$ cat src/rtl/rt_port_tx.sv
// Router port transmitter: queues local words in a FIFO and sends each one as a
// two-phase req/ack packet. Optional ack timeout monitor enabled by RT_TX_TIMEOUT_EN.
module rt_port_tx #(
   parameter int N              = 32,
   parameter int X_BITS         = 1,
   parameter int Y_BITS         = 1,
   parameter int DEPTH          = 4,
   parameter int TIMEOUT_CYCLES = 255
) (
   input  logic                       clk,
   input  logic                       rst,
   input  logic                       in_valid,
   output logic                       in_ready,
   input  logic [X_BITS-1:0]          in_dst_x,
   input  logic [Y_BITS-1:0]          in_dst_y,
   input  logic [N-1:0]               in_payload,
   output logic                       req_o,
   output logic [N+X_BITS+Y_BITS-1:0] data_o,
   input  logic                       ack_i,
   output logic                       busy,
   output logic [$clog2(DEPTH):0]     count,
   output logic                       timeout_err
);

   localparam int W  = N + X_BITS + Y_BITS;
   localparam int AW = $clog2(DEPTH);
   localparam int CW = AW + 1;

   typedef enum logic [1:0] {IDLE, LOAD, WAIT_ACK} state_t;

   state_t         state, next_state;
   logic [W-1:0]   mem [DEPTH];
   logic [AW-1:0]  wr_ptr, rd_ptr;
   logic           ack_m, ack_s;
   logic           full, empty, push, pop, load, toggle;

   assign full     = (count == CW'(DEPTH));
   assign empty    = (count == '0);
   assign in_ready = !rst && !full;
   assign push     = in_valid && in_ready;
   assign busy     = !rst && ((state != IDLE) || !empty);

   always_ff @(posedge clk) begin
      if (rst) begin
         ack_m <= 1'b0;
         ack_s <= 1'b0;
      end else begin
         ack_m <= ack_i;
         ack_s <= ack_m;
      end
   end

   always_ff @(posedge clk) begin
      if (rst) state <= IDLE;
      else     state <= next_state;
   end

   always_comb begin
      next_state = state;
      load       = 1'b0;
      toggle     = 1'b0;
      pop        = 1'b0;
      case (state)
         IDLE: begin
            if (!empty) begin
               load       = 1'b1;
               next_state = LOAD;
            end
         end
         LOAD: begin
            toggle     = 1'b1;
            next_state = WAIT_ACK;
         end
         WAIT_ACK: begin
            // Head stays queued until the peer acknowledges it.
            if (ack_s == req_o) begin
               pop        = 1'b1;
               next_state = IDLE;
            end
         end
         default: next_state = IDLE;
      endcase
   end

   always_ff @(posedge clk) begin
      if (rst) begin
         for (int unsigned i = 0; i < DEPTH; i++) mem[AW'(i)] <= '0;
         wr_ptr <= '0;
         rd_ptr <= '0;
         count  <= '0;
         req_o  <= 1'b0;
         data_o <= '0;
      end else begin
         if (push) begin
            mem[wr_ptr] <= {in_dst_x, in_dst_y, in_payload};
            wr_ptr      <= wr_ptr + 1'b1;
         end
         if (pop)    rd_ptr <= rd_ptr + 1'b1;
         if (load)   data_o <= mem[rd_ptr];
         if (toggle) req_o  <= ~req_o;
         case ({push, pop})
            2'b10:   count <= count + 1'b1;
            2'b01:   count <= count - 1'b1;
            default: count <= count;
         endcase
      end
   end

`ifdef RT_TX_TIMEOUT_EN
   localparam int TW = $clog2(TIMEOUT_CYCLES + 1);
   logic [TW-1:0] tcnt;

   always_ff @(posedge clk) begin
      if (rst) begin
         tcnt        <= '0;
         timeout_err <= 1'b0;
      end else if (state == WAIT_ACK && !pop) begin
         if (tcnt != TW'(TIMEOUT_CYCLES)) tcnt <= tcnt + 1'b1;
         if (tcnt + 1'b1 == TW'(TIMEOUT_CYCLES)) timeout_err <= 1'b1;
      end else begin
         tcnt <= '0;
      end
   end
`else
   assign timeout_err = 1'b0;
`endif

endmodule

$ cat config.mk
export PLATFORM = sky130hd
export DESIGN_NAME = rt_port_tx
export DESIGN_NICKNAME = d
export VERILOG_FILES = /design/src/rtl/rt_port_tx.sv
export SDC_FILE = /design/constraint.sdc
export NUM_CORES = 1
export LEC_CHECK = 0
export BUFFER_PORTS_ARGS = -buffer_cell sky130_fd_sc_hd__buf_2
export CORE_ASPECT_RATIO = 1.1
export CORE_UTILIZATION = 56
export CTS_BUF_LIST = sky130_fd_sc_hd__clkbuf_4
export DETAILED_ROUTE_END_ITERATION = 8
export PLACE_DENSITY = 0.78
export SLEW_MARGIN = 20
export SYNTH_ARGS = -nofsm -noshare
export SYNTH_HDL_FRONTEND = slang
export SYNTH_SLANG_ARGS = --single-unit
$ cat constraint.sdc
create_clock -name clk -period 5.6 [get_ports clk]
set_clock_uncertainty 0.05 [all_clocks]
set_input_delay 0 -clock clk [delete_from_list [all_inputs] [get_ports clk]]
set_output_delay 0 -clock clk [all_outputs]
set_load 0.03 [all_outputs]
---- Word-level counts from Yosys, hierarchy flattened ----
Memories as Yosys holds them, arrays and structs flattened. A register that Yosys moved wholly into a read port is not among the register bits.
Index checks and enable logic that the tools add are counted.
word-level totals
  RAM bits ................................ 136
  register bits after elaboration ......... 12
  memories kept ........................... 1
  ROM bits ................................ 0
  latch bits .............................. 0
  output and inout port bits .............. 41
  logic and storage cells ................. 51
operators by class
  muxes and demuxes ....................... 17
  magnitude comparators ................... 0
  div/mod/pow operators ................... 0
  multipliers ............................. 0
  shifts and indexed selects .............. 0
  $add $sub $neg .......................... 4
  bitwise logic cells ..................... 1
  reductions and logical operators ........ 13
  equality and inequality tests ........... 8
memory list
  name  depth  width  rd ports  clocked after memory_dff  wr ports  RTL line  source
  mem   4      34     1         1                         4         32        logic [W-1:0] mem [DEPTH];
operators by type and width
  operator                                              count
  2-to-1 mux 34 bit                                     1
  OR reduction 34 bit                                   1
  2-to-1 mux 1 bit                                      11
  2-to-1 mux 2 bit                                      3
  one-hot mux 2 bit (3 select lines)                    1
  one-hot mux 3 bit (2 select lines)                    1
  adder 2 x 1 -> 2 bit (second input constant)          2
  equality test 2 x 1 -> 1 bit (second input constant)  2
  equality test 2 bit (second input constant)           2
  inequality test 2 bit (second input constant)         2
  nonzero test 2 bit                                    2
  adder 3 x 1 -> 3 bit (second input constant)          1
  equality test 3 bit (second input constant)           1
  logical AND 1 bit                                     3
  logical NOT 1 bit                                     3
  logical NOT 3 bit                                     1
  subtractor 3 x 1 -> 3 bit (second input constant)     1
  logical NOT 2 bit                                     1
  AND reduction 2 bit                                   1
  equality test 1 bit                                   1
  logical OR 1 bit                                      1
  inverter 1 bit                                        1

---- Depth between registers and ports, before layout ----
Gate-level depths: netlist of run 1.
  word-level depth ........................ 9
  gate-level depth with buffers ........... 10
  depth with buffers taken out ............ 9

---- Worst setup path after synthesis of run 1 ----
No wires, ideal clock.
  kind .................................... reg2reg
  from .................................... reg count[2]
  to ...................................... reg count[2]
  setup slack ............................. 2.968 ns
  required time ........................... 5.479 ns
  period minus slack after synthesis ...... 2.632 ns
  stages on the path, launching flop included .. 11
  data arrival time ....................... 2.512 ns
  buffers on the path ..................... 1
  path through ............................ dfxtp_1 -> nor3b_4 -> nor2_1 -> clkbuf_1 -> inv_1 -> ha_1 -> inv_1 -> fa_1 -> xor2_1 -> or3_1 -> a21oi_1
between the ends
  longest elaborated chain between the ends .. 6
  elaborated cells between the ends (all ways) .. 10
ends and longest elaborated chain
  item                                                                             RTL line  source
  from (decl)                                                                      21        output logic [$clog2(DEPTH):0] count,
  from (signal assigned)                                                           102       2'b10: count <= count + 1'b1;
  from (signal assigned)                                                           103       2'b01: count <= count - 1'b1;
  from (signal assigned)                                                           104       default: count <= count;
  equality test 3 bit                                                              37        assign full = (count == CW'(DEPTH));
  logical NOT 1 bit                                                                39        assign in_ready = !rst && !full;
  logical AND 1 bit                                                                39
  logical AND 1 bit                                                                40        assign push = in_valid && in_ready;
  equality test 2 x 1 -> 1 bit / equality test 2 bit (equally long branches)       101       case ({push, pop})
  one-hot mux 3 bit (2 select lines) / nonzero test 2 bit (equally long branches)  -
Several ways; a longest one is shown, not always the timed one.
A chain may end at the register's enable or synchronous reset.

==> metrics.txt, run 1 <==
status=complete, no violations; core box area=0.01321 mm²; Mean Syn Cell Area=15.93 µm²; number of flops mapped to enable cells by yosys=136; worst skew pair latency=0.56 ns; minimum clock period after layout=2.518 ns; CTS HTree Levels=4; Yosys warnings=0; # DRC=0; I/O Pins=79; Die X-Extent=113.0 µm; Layout area overhead=14.50%; Area contributors post-synth=edfxtp_1 54%, dfxtp_1 12%, mux4_2 10%; worst IR drop on VDD=0.1591 mV; R2R cell count=4; pwr dens=299.4 mW/mm²; total wire length=14520 µm; CTS Hold Buffers Added=38; CP Launch Type=flop; Final Cycle Share=0.4496; Routed Antenna Nets=0; clock tree root driver cell=clkbuf_4; Gate Count Post-Synth=476; Slew headroom=0.3294; Syn Nets=516; Post-CTS Setup Bufs=0; f_max=397.2 MHz; CTS clock-pin slew for the worst setup and hold paths=0.13 ns; die area=0.01401 mm²; Total Neg Setup Slack=0 ns; Seq/Total Area, Yosys=0.6598; most frequent cells in the layout=136 x edfxtp_1, 116 x and2_1, 77 x buf_2, 44 x dfxtp_1, 38 x dlygate4sd3_1; Async SR Flop Fraction=0; GRT Total Usage=0.2267; Setup crit end kind=flop; DR vias=4272; Synth area leader=edfxtp_1; fin. max-slew vios=0; commonest non-fill, non-tap cell in the layout=edfxtp_1; FF+latch count, synth=182; Unique masters post-synth=36; Avg WL per Cell=19.08 µm; Sink Count=182; Die H=124.1 µm; Post-DP HPWL=8311 µm; Worst EP required=5.74 ns; DR vias/cell=5.614; Routability Congestion=0.6955; largest net degree at the start of global routing=37; row count=44; Layout Utilization=0.6573; DRT iter0 DRCs=237; Non-Filler Instances=761; Pleak=3.349 nW; Ant. Diodes=0; HP Class=in2reg; setup ws final=3.082 ns; Hold Path Cell Cnt=3; CTS Buf Count=17; Worst Path Max Fanout=35; vias in the first global route=4503; dpl cells=690; initial antenna violation count=0; ys flop type=edfxtp_1; CTS tree=done; dpl ws=3.067 ns; GRT overflow=0; Final Net Count=627; unrepaired setup endpoints after global routing=false; share of cells above drive strength 1=0.2967; Slew @ Worst Pin=1.006 ns; crit path kind=reg2reg; setup violators final=0; final hold vios=0; Critical Path AT=2.66 ns; Post-Syn Area=0.007585 mm²; Bufs on Longest Clock Path=2; total power=2.600 mW; MaxCap Viol Count=0; initial core utilization=0.5741; Initial DRT Pass Iterations=5; PortBufs=77; post-synth top area share=0.5384; post-CTS sizing=0; global-route wire length before repair=22890 µm
[path summary, 6_finish.rpt]
kind	slack (ns)	endpoint	startpoint
worst min register to register	0.41	ack_s	ack_m
worst min-delay path	0.22	mem[1][25]	in_payload[25]
worst max-delay path	3.08	mem[1][6]	count[0]
worst max register to register	3.08	mem[1][6]	count[0]
[flip-flops by register name, indices dropped and copies added, names as in the netlist]
name / count
data_o: 34
wr_ptr: 2
req_o: 1
ack_s: 1
ack_m: 1
state: 2
mem: 136
count: 3
rd_ptr: 2
[power breakdown]
part	switching (mW)	total [mW]	internal, mW	leakage (nW)
combinational	0.214	0.365	0.151	1.42
clock	0.397	0.645	0.248	0.139
sequential	0.0467	1.59	1.54	1.79
total	0.658	2.60	1.94	3.35
[critical path: stages, from the launching register on]
cell and delay [ns]:
dfxtp_1 0.51, nor3b_4 0.13, nor4b_4 0.25, buf_4 0.38
or2_2 0.80
[per-layer routing]
layer  vias up  track usage  share of wire
met2       133       0.3893           0.52
met5         -            0              0
li1       1982            -              -
met3        38      0.05109          0.058
met1      2119       0.2720           0.40
met4         0       0.1168          0.029
[final cells by class]
type                       instances  area, µm²
clock inverter                     8      62.56
tap                              161      201.4
fill                             938       4528
timing repair buffer             122      838.3
multi-input combinational        259       2376
clock buffer                      24      180.2
inverter                           5      18.77
sequential                       182       5007
[per-stage QoR]
step                      cell area (µm²)  hold slack [ns]
after floorplan                      7585          0.07818
after detailed placement             8034           0.1761
after global placement               8034           0.1656
after CTS                            8657           0.1854
after global routing                 8685           0.1971
final                                8685           0.2221
[kinds of logic (layout without fill, tap and decap cells)]
| kind of cell | after synthesis | after routing | share of synthesized area |
|---|---|---|---|
| fa+ha+maj | 2 | 2 | 0.004289 |
| buf+inv | 35 | 159 | 0.02738 |
| compound gates | 49 | 49 | 0.05164 |
| flops | 182 | 182 | 0.6598 |
| other cells | 1 | 1 | 0.0004944 |
| simple gates | 169 | 169 | 0.1508 |
| xor+xnor | 4 | 4 | 0.004620 |
| mux | 34 | 34 | 0.1010 |
[cells in the mapped netlist, types with 5 or more instances]
master,count
a21oi_1,8
a22o_1,34
and2_1,116
and2_4,20
buf_4,6
buf_6,6
clkbuf_1,11
dfxtp_1,46
edfxtp_1,136
inv_1,5
mux4_2,34
nor2_1,9
Note: power is estimated with default switching activity, not from simulation.
==> inputs of run 2 (changes only) <==
- clock period: 5.6 -> 2.37 ns (I/O delays scaled with it)
==> metrics.txt, run 2 (synthesis results as in run 1) <==
Bufs on Longest Clock Path=2 (unchanged); Largest regs=mem x136, data_o x34, count x3; Routed Antenna Nets=0 (unchanged); CP Launch Type=flop; f_max=468.9 MHz (+18%); max reg flops=136 (unchanged); Final Cycle Share=0.8998 (+0.4502); Top delay family on crit path=simple AND/OR/NAND/NOR gates; # DRC=0 (unchanged); fillers=944 (+0.64%); Sw Share=0.2528 (about the same); Slew @ Worst Pin=0.9959 ns (-0.01004 ns); minimum clock period after layout=2.132 ns (-0.3853 ns); MaxCap Viol Count=0 (unchanged); crit path kind=reg2reg; Initial DRT Pass Iterations=4 (-1); global-route wire length before repair=22780 µm (-0.48%); CTS clock-pin slew for the worst setup and hold paths=0.13 ns (about the same); largest net degree at the start of global routing=37 (unchanged); internal cell power=4.737 mW (+140%); crit-path cells=nand2b_1 > nor2_1 > ha_2 > inv_1 > fa_2 > xor2_1 > or3_1 > a21oi_1; top sig layer=met4; Post-DP HPWL=7982 µm (-4.0%); worst skew pair latency=0.55 ns (about the same); Sink Count=182 (unchanged); most flop-heavy register=mem; Slew headroom=0.3361 (+0.006695); unrepaired setup endpoints after global routing=false; clock power share=0.270 (+0.022); post-CTS sizing=0 (unchanged); setup violators final=0 (unchanged); commonest non-fill, non-tap cell in the layout=edfxtp_1; Max stage delay cell, worst path=dfxtp_1; Gate power share=0.138 (-0.002); Setup crit end kind=flop; Worst Path Max Fanout=5 (-86%); Total Neg Setup Slack=0 ns (unchanged); total power=6.340 mW (+140%); GRT overflow=0 (unchanged); Pleak=3.398 nW (+1.5%); total wire length=14620 µm (+0.67%); area of the multi-input gates=0.002381 mm² (+0.21%); Die H=124.1 µm (unchanged); M1 WL=6339 µm (+9.8%); Worst EP required=2.81 ns (-2.93 ns); most frequent cells in the layout=136 x edfxtp_1, 116 x and2_1, 77 x buf_2, 41 x dfxtp_1, 38 x dlygate4sd3_1; DR vias=4342 (+1.6%); pwr dens=722.2 mW/mm² (+140%); Psw=1.602 mW (+140%); worst IR drop on VDD=0.4448 mV (+180%); CTS Buf Count=17 (unchanged); initial antenna violation count=0 (unchanged); share of cells above drive strength 1=0.3130 (+0.01635); clock tree root driver cell=clkbuf_4; CTS HTree Levels=4 (unchanged); Sequential Power Share=0.592 (-0.020); I/O Pins=79 (unchanged); initial core utilization=0.5741 (unchanged); GRT Total Usage=0.2243 (-0.002450); die area=0.01401 mm² (unchanged); Crit path buffers/inverters=1 (unchanged); met2 wire len=7517 µm (+0.41%); Critical Path AT=2.57 ns (-0.09 ns); PortBufs=77 (unchanged); Seq. cell area=0.005014 mm² (+0.13%); Placement Cell Area=0.008118 mm² (+1.0%); status=complete, no violations; Ant. Diodes=0 (unchanged); DR vias/cell=5.654 (+0.71%); CTS tree=done; core box area=0.01321 mm² (unchanged); Final Net Count=634 (+1.1%); Max stage delay on crit path=0.47 ns (-0.33 ns); HP Class=in2reg; Layout area overhead=15.74%; fin. max-slew vios=0 (unchanged); final hold vios=0 (unchanged); row count=44 (unchanged); Avg WL per Cell=19.03 µm (-0.25%); design area=0.008778 mm² (+1.1%); Die X-Extent=113.0 µm (unchanged); Routability Congestion=0.7794 (+12%); met3 wire len=610 µm (-28%); DRT iter0 DRCs=267 (+13%); vias in the first global route=4404 (-2.2%)
[run 2: worst min-delay path: stages]
cell and delay [ns]:
dlygate4sd3_1 0.51, buf_2 0.11, and2_1 0.11
[run 2: per-stage QoR]
step                      hold slack, ns  setup slack [ns]  std cells  utilization
after floorplan                  0.07818           0.03815        476            -
after global placement            0.1702            0.3229        698       0.6144
after detailed placement          0.1782            0.2991        698       0.6144
after CTS                         0.1792            0.2499        768       0.6644
after global routing              0.2039            0.1213        768       0.6644
final                             0.2317            0.2375        768       0.6644
[run 2: routing by layer]
metal | vias up | track usage
met2 | 111 | 0.3789
met4 | 0 | 0.07977
li1 | 2000 | -
met1 | 2217 | 0.2876
met3 | 14 | 0.05304
met5 | - | 0
[run 2: layout make-up]
| cell class | instances | share of cell area |
|---|---|---|
| sequential | 182 | 0.5711 |
| multi-input combinational | 259 | 0.2712 |
| timing repair buffer | 129 | 0.1006 |
| tap | 161 | 0.02295 |
| clock buffer | 19 | 0.01625 |
| clock inverter | 13 | 0.01568 |
| inverter | 5 | 0.002138 |
[run 2: what timing repair did]
action,in CTS,in global routing
setup buffers,0,0
hold endpoints to repair,147,0
hold buffers,38,0
[run 2: power groups by stage]
stage	registers [mW]	logic, mW	clock network (mW)
2_1_floorplan	3.93	0.452	0
3_3_place_gp	3.81	0.812	0
3_5_place_dp	3.83	0.828	0
4_1_cts	3.76	0.879	1.74
5_1_grt	3.78	0.937	1.87
6_report	3.75	0.874	1.71
[run 2: final timing paths]
kind                            startpoint          to  slack, ns  depth (start not counted)
worst max-delay path              state[1]    count[2]       0.24                          8
worst min-delay path              in_dst_x  mem[1][33]       0.23                          3
worst max register to register    state[1]    count[2]       0.24                          8
worst min register to register       ack_m       ack_s       0.42                          1
